### config.mk
export PLATFORM = sky130hd
export DESIGN_NAME = topk_drain
export DESIGN_NICKNAME = d
export VERILOG_FILES = /design/src/rtl/topk_drain.sv
export SDC_FILE = /design/constraint.sdc
export NUM_CORES = 1
export LEC_CHECK = 0
export CAP_MARGIN = 20
export CORE_UTILIZATION = 25
export CTS_CLUSTER_SIZE = 8
export DETAILED_ROUTE_END_ITERATION = 10
export GPL_TIMING_DRIVEN = 1
export PLACE_DENSITY_LB_ADDON = 0.2
export SYNTH_ARGS = -nofsm -noshare
export SYNTH_HDL_FRONTEND = slang
export SYNTH_SLANG_ARGS = --single-unit
### constraint.sdc
create_clock -name clk -period 7.4 [get_ports clk]
set_input_delay 1.48 -clock clk [delete_from_list [all_inputs] [get_ports clk]]
set_output_delay 1.48 -clock clk [all_outputs]
set_load 0.01 [all_outputs]
### src/rtl/topk_drain.sv
// Streaming top-K collector: keeps the K largest unsigned samples sorted, then
// drains them largest-first over a valid/ready port with a last marker.
module topk_drain #(
  parameter  int unsigned DATA_WIDTH = 32,
  parameter  int unsigned K          = 4,
  localparam int unsigned CW         = $clog2(K + 1)
) (
  input  logic                  clk,
  input  logic                  resetn,
  input  logic                  din_valid,
  input  logic [DATA_WIDTH-1:0] din,
  output logic                  din_ready,
  input  logic                  flush,
  output logic                  dout_valid,
  output logic [DATA_WIDTH-1:0] dout,
  output logic                  dout_last,
  input  logic                  dout_ready,
  output logic [CW-1:0]         count
);

  typedef enum logic [0:0] {StFill, StDrain} state_e;

  state_e                state_q, state_d;
  logic [DATA_WIDTH-1:0] entry_q [K];
  logic [DATA_WIDTH-1:0] entry_d [K];
  logic [DATA_WIDTH-1:0] ins     [K];
  logic [DATA_WIDTH-1:0] shifted [K];
  logic [CW-1:0]         count_q, count_d, count_inc;
  logic [K-1:0]          mask;

  always_comb begin
    // mask[i]: din belongs at or above index i; unoccupied slots always take a shift.
    mask = '0;
    for (int i = 0; i < K; i++) begin
      mask[i] = (CW'(i) < count_q) ? (din > entry_q[i]) : 1'b1;
    end
    ins[0] = mask[0] ? din : entry_q[0];
    for (int i = 1; i < K; i++) begin
      ins[i] = mask[i] ? (mask[i-1] ? entry_q[i-1] : din) : entry_q[i];
    end
    for (int i = 0; i < K - 1; i++) begin
      shifted[i] = entry_q[i+1];
    end
    shifted[K-1] = '0;
    count_inc = (count_q == CW'(K)) ? count_q : count_q + CW'(1);
  end

  always_comb begin
    state_d = state_q;
    count_d = count_q;
    entry_d = entry_q;
    unique case (state_q)
      StFill: begin
        if (din_valid) begin
          entry_d = ins;
          count_d = count_inc;
        end
        if (flush && (count_d != '0)) begin
          state_d = StDrain;
        end
      end
      StDrain: begin
        if (dout_ready) begin
          entry_d = shifted;
          count_d = count_q - CW'(1);
          if (count_q == CW'(1)) begin
            state_d = StFill;
            for (int i = 0; i < K; i++) begin
              entry_d[i] = '0;
            end
            count_d = '0;
          end
        end
      end
      default: state_d = StFill;
    endcase
  end

  always_ff @(posedge clk or negedge resetn) begin
    if (!resetn) begin
      state_q <= StFill;
      count_q <= '0;
      for (int i = 0; i < K; i++) begin
        entry_q[i] <= '0;
      end
    end else begin
      state_q <= state_d;
      count_q <= count_d;
      for (int i = 0; i < K; i++) begin
        entry_q[i] <= entry_d[i];
      end
    end
  end

  assign din_ready  = (state_q == StFill);
  assign dout_valid = (state_q == StDrain);
  assign dout       = dout_valid ? entry_q[0] : '0;
  assign dout_last  = dout_valid && (count_q == CW'(1));
  assign count      = count_q;

endmodule
==> impl_summary.txt <==
----------------------------------------------------
[Worst setup path]
  Critical path capture point type ... flop
  Arrival time of data at the critical path endpoint ... 5310 ps
  Startpoint-to-endpoint class of the critical path ... primary input to flop
  Data required time of the critical path ... 7670 ps
  Reg-to-Reg Start ... entry_q[69]
  CP startpoint ... din[14]
  Worst setup SP type ... primary input
  Largest fanout on the critical path ... 20

[Hold path]
  Launch instance of the worst min-delay path ... entry_q[26]
  Class of the tightest hold or removal check ... flop to flop

[Route]
  Vias per cell ... 5.19
  Number of nets with antenna violations after detailed routing ... 0
  Number of vias after detailed routing ... 8836
  1st-iter DRT viols ... 576
  Detailed Routing Iterations Pass 1 ... 6
  Total wire length after detailed routing ... 33700 um
  # DRC ... 0
  WL/cell ... 19.8 um

[Placement]
  Setup Slack @ Placement ... 1930 ps
  HPWL after detailed placement ... 22600 um
  # placed instances ... 1670
  Buffers added on ports ... 74
  Routability congestion estimate from global placement ... 0.821

[Die]
  Die height ... 203 um
  Area of the core region ... 39700 sq um
  Starting density of the core ... 0.254
  Number of primary I/O pins ... 75
  Horiz. Die Dim ... 203 um
  Floorplan row count ... 73
  Die area ... 41200 sq um

[CTS]
  # hold bufs at CTS ... 0
  Clock buffers created by TritonCTS ... 17
  Insertion delay to the later sink of the worst-skew pair ... 430 ps
  CTS tree ... done
  H-tree level count ... 4
  Number of resized instances in the post-cts repair step ... 0
  Clock tree sinks ... 132
  Clk buf depth ... 2
  Master cell of the clock root buffer ... sky130_fd_sc_hd__clkbuf_16
  Post-CTS setup-driven buffer insertion count ... 0
  Clk pin slew, worst setup/hold paths ... 60 ps

[Power and ir drop]
  Maximum vdd ir drop ... 196 uV
  Static leakage ... 5.17 nW
  Relative contribution of combinational cells to total power ... 0.575
  Total power divided by cell area ... 434 nW/um^2
  Pint ... 2.83 mW
  Clock network power share ... 0.181
  Flop pwr share ... 0.245
  Sw Share ... 0.458
  Reported net switching power ... 2.38 mW
  Total power ... 5.21 mW

[Synth]
  Cell Area, Synth ... 10100 sq um
  Number of nets in the synthesized netlist ... 1292
  Gate count after technology mapping ... 1123
  Async set-reset flop share out of synthesis ... 1.00
  Number of enable flip-flop cells after synthesis ... 0
  Flip-flop cell with the highest count after synthesis ... sky130_fd_sc_hd__dfrtp_1
  Synth Area per Inst ... 8.99 sq um
  Syn. warnings ... 0
  Sequential cell area fraction in the yosys report ... 0.327
  Synthesized flop and latch total ... 132
  Post-synthesis cell type count ... 49

[GRT]
  Overall routing resource usage ... 0.168
  Number of antenna violations at the first check in global routing ... 0
  Maximum number of pins on one net before global-route repair ... 73
  Number of global-route vias before repair ... 8713
  Total global routing overflow ... 0
  Global-route wire length before repair ... 53400 um

[STA]
  Final TNS setup ... 0 ps
  Setup slack of the critical path after layout ... 2360 ps
  Worst-Margin Slew ... 1030 ps
  Clock period minus final worst setup slack ... 5040 ps
  Clock skew after layout ... 10.8 ps
  Endpoints failing setup ... 0
  Relative slew slack ... 0.291
  Final Hold Viols ... 0
  Peak Freq ... 0.198 GHz
  RSZ-0062 raised after global routing ... false
  Fraction of the cycle the final worst path needs ... 0.681
  Final-report max-slew violation count ... 0

[Finish]
  Most frequent standard cell in the layout excluding fill and tap cells ... sky130_fd_sc_hd__inv_1
  Multi-input gate area ... 5980 sq um
  Commonest cells after routing, fill and taps aside ... 135 x sky130_fd_sc_hd__inv_1, 132 x sky130_fd_sc_hd__nand2_1, 132 x sky130_fd_sc_hd__ha_1, 132 x sky130_fd_sc_hd__dfrtp_1, 88 x sky130_fd_sc_hd__a21oi_1
  Sequential standard cell area ... 3300 sq um
  Number of diodes added for antenna fixing ... 0
  Number of non-filler instances in the completed layout ... 1702
  P&R area growth vs syn ... 18.9%
  Fill count ... 4173
  Layout cells sized above 1 ... 0.0799
  Net count of the finished layout ... 1333

[Run]
  Max_cap viols ... 0

[Status]
  Run status ... finished, final reports clean

----------------------------------------------------
## final timing paths
check | cells past startpoint | slack, ps | end
setup / recovery | 11 | 2360 | entry_q[73]
hold / removal | 1 | 520 | entry_q[26]
setup reg to reg | 11 | 3650 | entry_q[73]
hold reg to reg | 1 | 520 | entry_q[26]
max in group asynchronous | 2 | 4970 | entry_q[20]
min in group asynchronous | 1 | 1070 | entry_q[100]
## state kept, by name, indices dropped and copies added, names as in the netlist
signal	count
entry_q	128
dout_valid	1
count	3
## stage by stage
| stage | utilization | hold slack [ps] | cell area, sq um |
|---|---|---|---|
| 6_report | 0.302 | 515 | 12000 |
| 5_1_grt | 0.302 | 536 | 12000 |
| 2_1_floorplan | - | 477 | 10100 |
| 4_1_cts | 0.302 | 521 | 12000 |
| 3_5_place_dp | 0.286 | 501 | 11400 |
| 3_3_place_gp | 0.285 | 499 | 11300 |
## per-layer routing
layer  vias to the layer above  routed length (um)  GRT usage
met4                         0                 512     0.0448
li1                       4255                   -          -
met2                       186               14600      0.251
met5                         -                   0          0
met1                      4369               17100      0.245
met3                        26                1440     0.0319
## synthesized netlist by cell type, types with 2 or more instances
master | count | area share
sky130_fd_sc_hd__a2111oi_0 | 4 | 0.0035
sky130_fd_sc_hd__nor2_1 | 44 | 0.016
sky130_fd_sc_hd__o21a_1 | 2 | 0.0015
sky130_fd_sc_hd__buf_1 | 12 | 0.0045
sky130_fd_sc_hd__nand4_1 | 27 | 0.017
sky130_fd_sc_hd__o211ai_1 | 2 | 0.0015
sky130_fd_sc_hd__o2bb2ai_1 | 33 | 0.029
sky130_fd_sc_hd__buf_2 | 15 | 0.0074
sky130_fd_sc_hd__a211oi_1 | 6 | 0.0045
sky130_fd_sc_hd__o221a_2 | 32 | 0.036
sky130_fd_sc_hd__nand2_1 | 132 | 0.049
sky130_fd_sc_hd__clkbuf_1 | 29 | 0.011
sky130_fd_sc_hd__nor4_1 | 7 | 0.0043
sky130_fd_sc_hd__o2111ai_1 | 32 | 0.028
sky130_fd_sc_hd__a221o_1 | 2 | 0.0020
sky130_fd_sc_hd__a21o_1 | 8 | 0.0060
sky130_fd_sc_hd__mux2i_1 | 65 | 0.064
sky130_fd_sc_hd__buf_6 | 9 | 0.010
sky130_fd_sc_hd__a21boi_0 | 3 | 0.0022
sky130_fd_sc_hd__o221ai_1 | 34 | 0.030
sky130_fd_sc_hd__o21ai_1 | 2 | 0.00099
sky130_fd_sc_hd__nor2b_1 | 3 | 0.0019
sky130_fd_sc_hd__inv_1 | 136 | 0.051
sky130_fd_sc_hd__ha_1 | 132 | 0.16
sky130_fd_sc_hd__a21oi_1 | 90 | 0.045
sky130_fd_sc_hd__and2_1 | 3 | 0.0019
sky130_fd_sc_hd__buf_4 | 5 | 0.0037
sky130_fd_sc_hd__dfrtp_1 | 132 | 0.33
sky130_fd_sc_hd__o21ai_0 | 12 | 0.0060
sky130_fd_sc_hd__nor3_1 | 8 | 0.0040
sky130_fd_sc_hd__nand3_1 | 50 | 0.025
sky130_fd_sc_hd__a221oi_1 | 35 | 0.030
## critical path, cell delays in order
cell,delay (ps)
sky130_fd_sc_hd__clkdlybuf4s50_1,690
sky130_fd_sc_hd__ha_1,330
sky130_fd_sc_hd__nand4_1,260
sky130_fd_sc_hd__nor2_1,80
sky130_fd_sc_hd__a221o_1,300
sky130_fd_sc_hd__or3_1,470
sky130_fd_sc_hd__a221oi_4,360
sky130_fd_sc_hd__a21oi_4,90
sky130_fd_sc_hd__nand2_1,550
sky130_fd_sc_hd__buf_4,460
sky130_fd_sc_hd__o221ai_1,200
## final cells by class
cell class / count / area share
timing repair buffer: 92 / 0.0754
tap: 525 / 0.0548
sequential: 132 / 0.275
clock buffer: 20 / 0.0381
multi-input combinational: 785 / 0.499
clock inverter: 12 / 0.0149
inverter: 136 / 0.0428
## power groups by stage
stage	sequential [mW]	clock (mW)	combinational, mW
6_report	1.27	0.942	2.99
5_1_grt	1.32	0.993	3.33
4_1_cts	1.27	0.965	3.01
3_5_place_dp	1.28	0	3.00
3_3_place_gp	1.29	0	2.97
2_1_floorplan	1.19	0	2.06
## logic make-up after synthesis
family | after synthesis | share of synthesized area
adder cells (fa/ha/maj) | 132 | 0.164
AND/OR/NAND/NOR | 282 | 0.125
multiplexers | 65 | 0.0645
AO/OA/AOI/OAI | 305 | 0.232
buffers and inverters | 206 | 0.0870
flip-flops | 132 | 0.327
XOR/XNOR | 1 | 0.000868
Note: power is estimated with default switching activity, not from simulation.
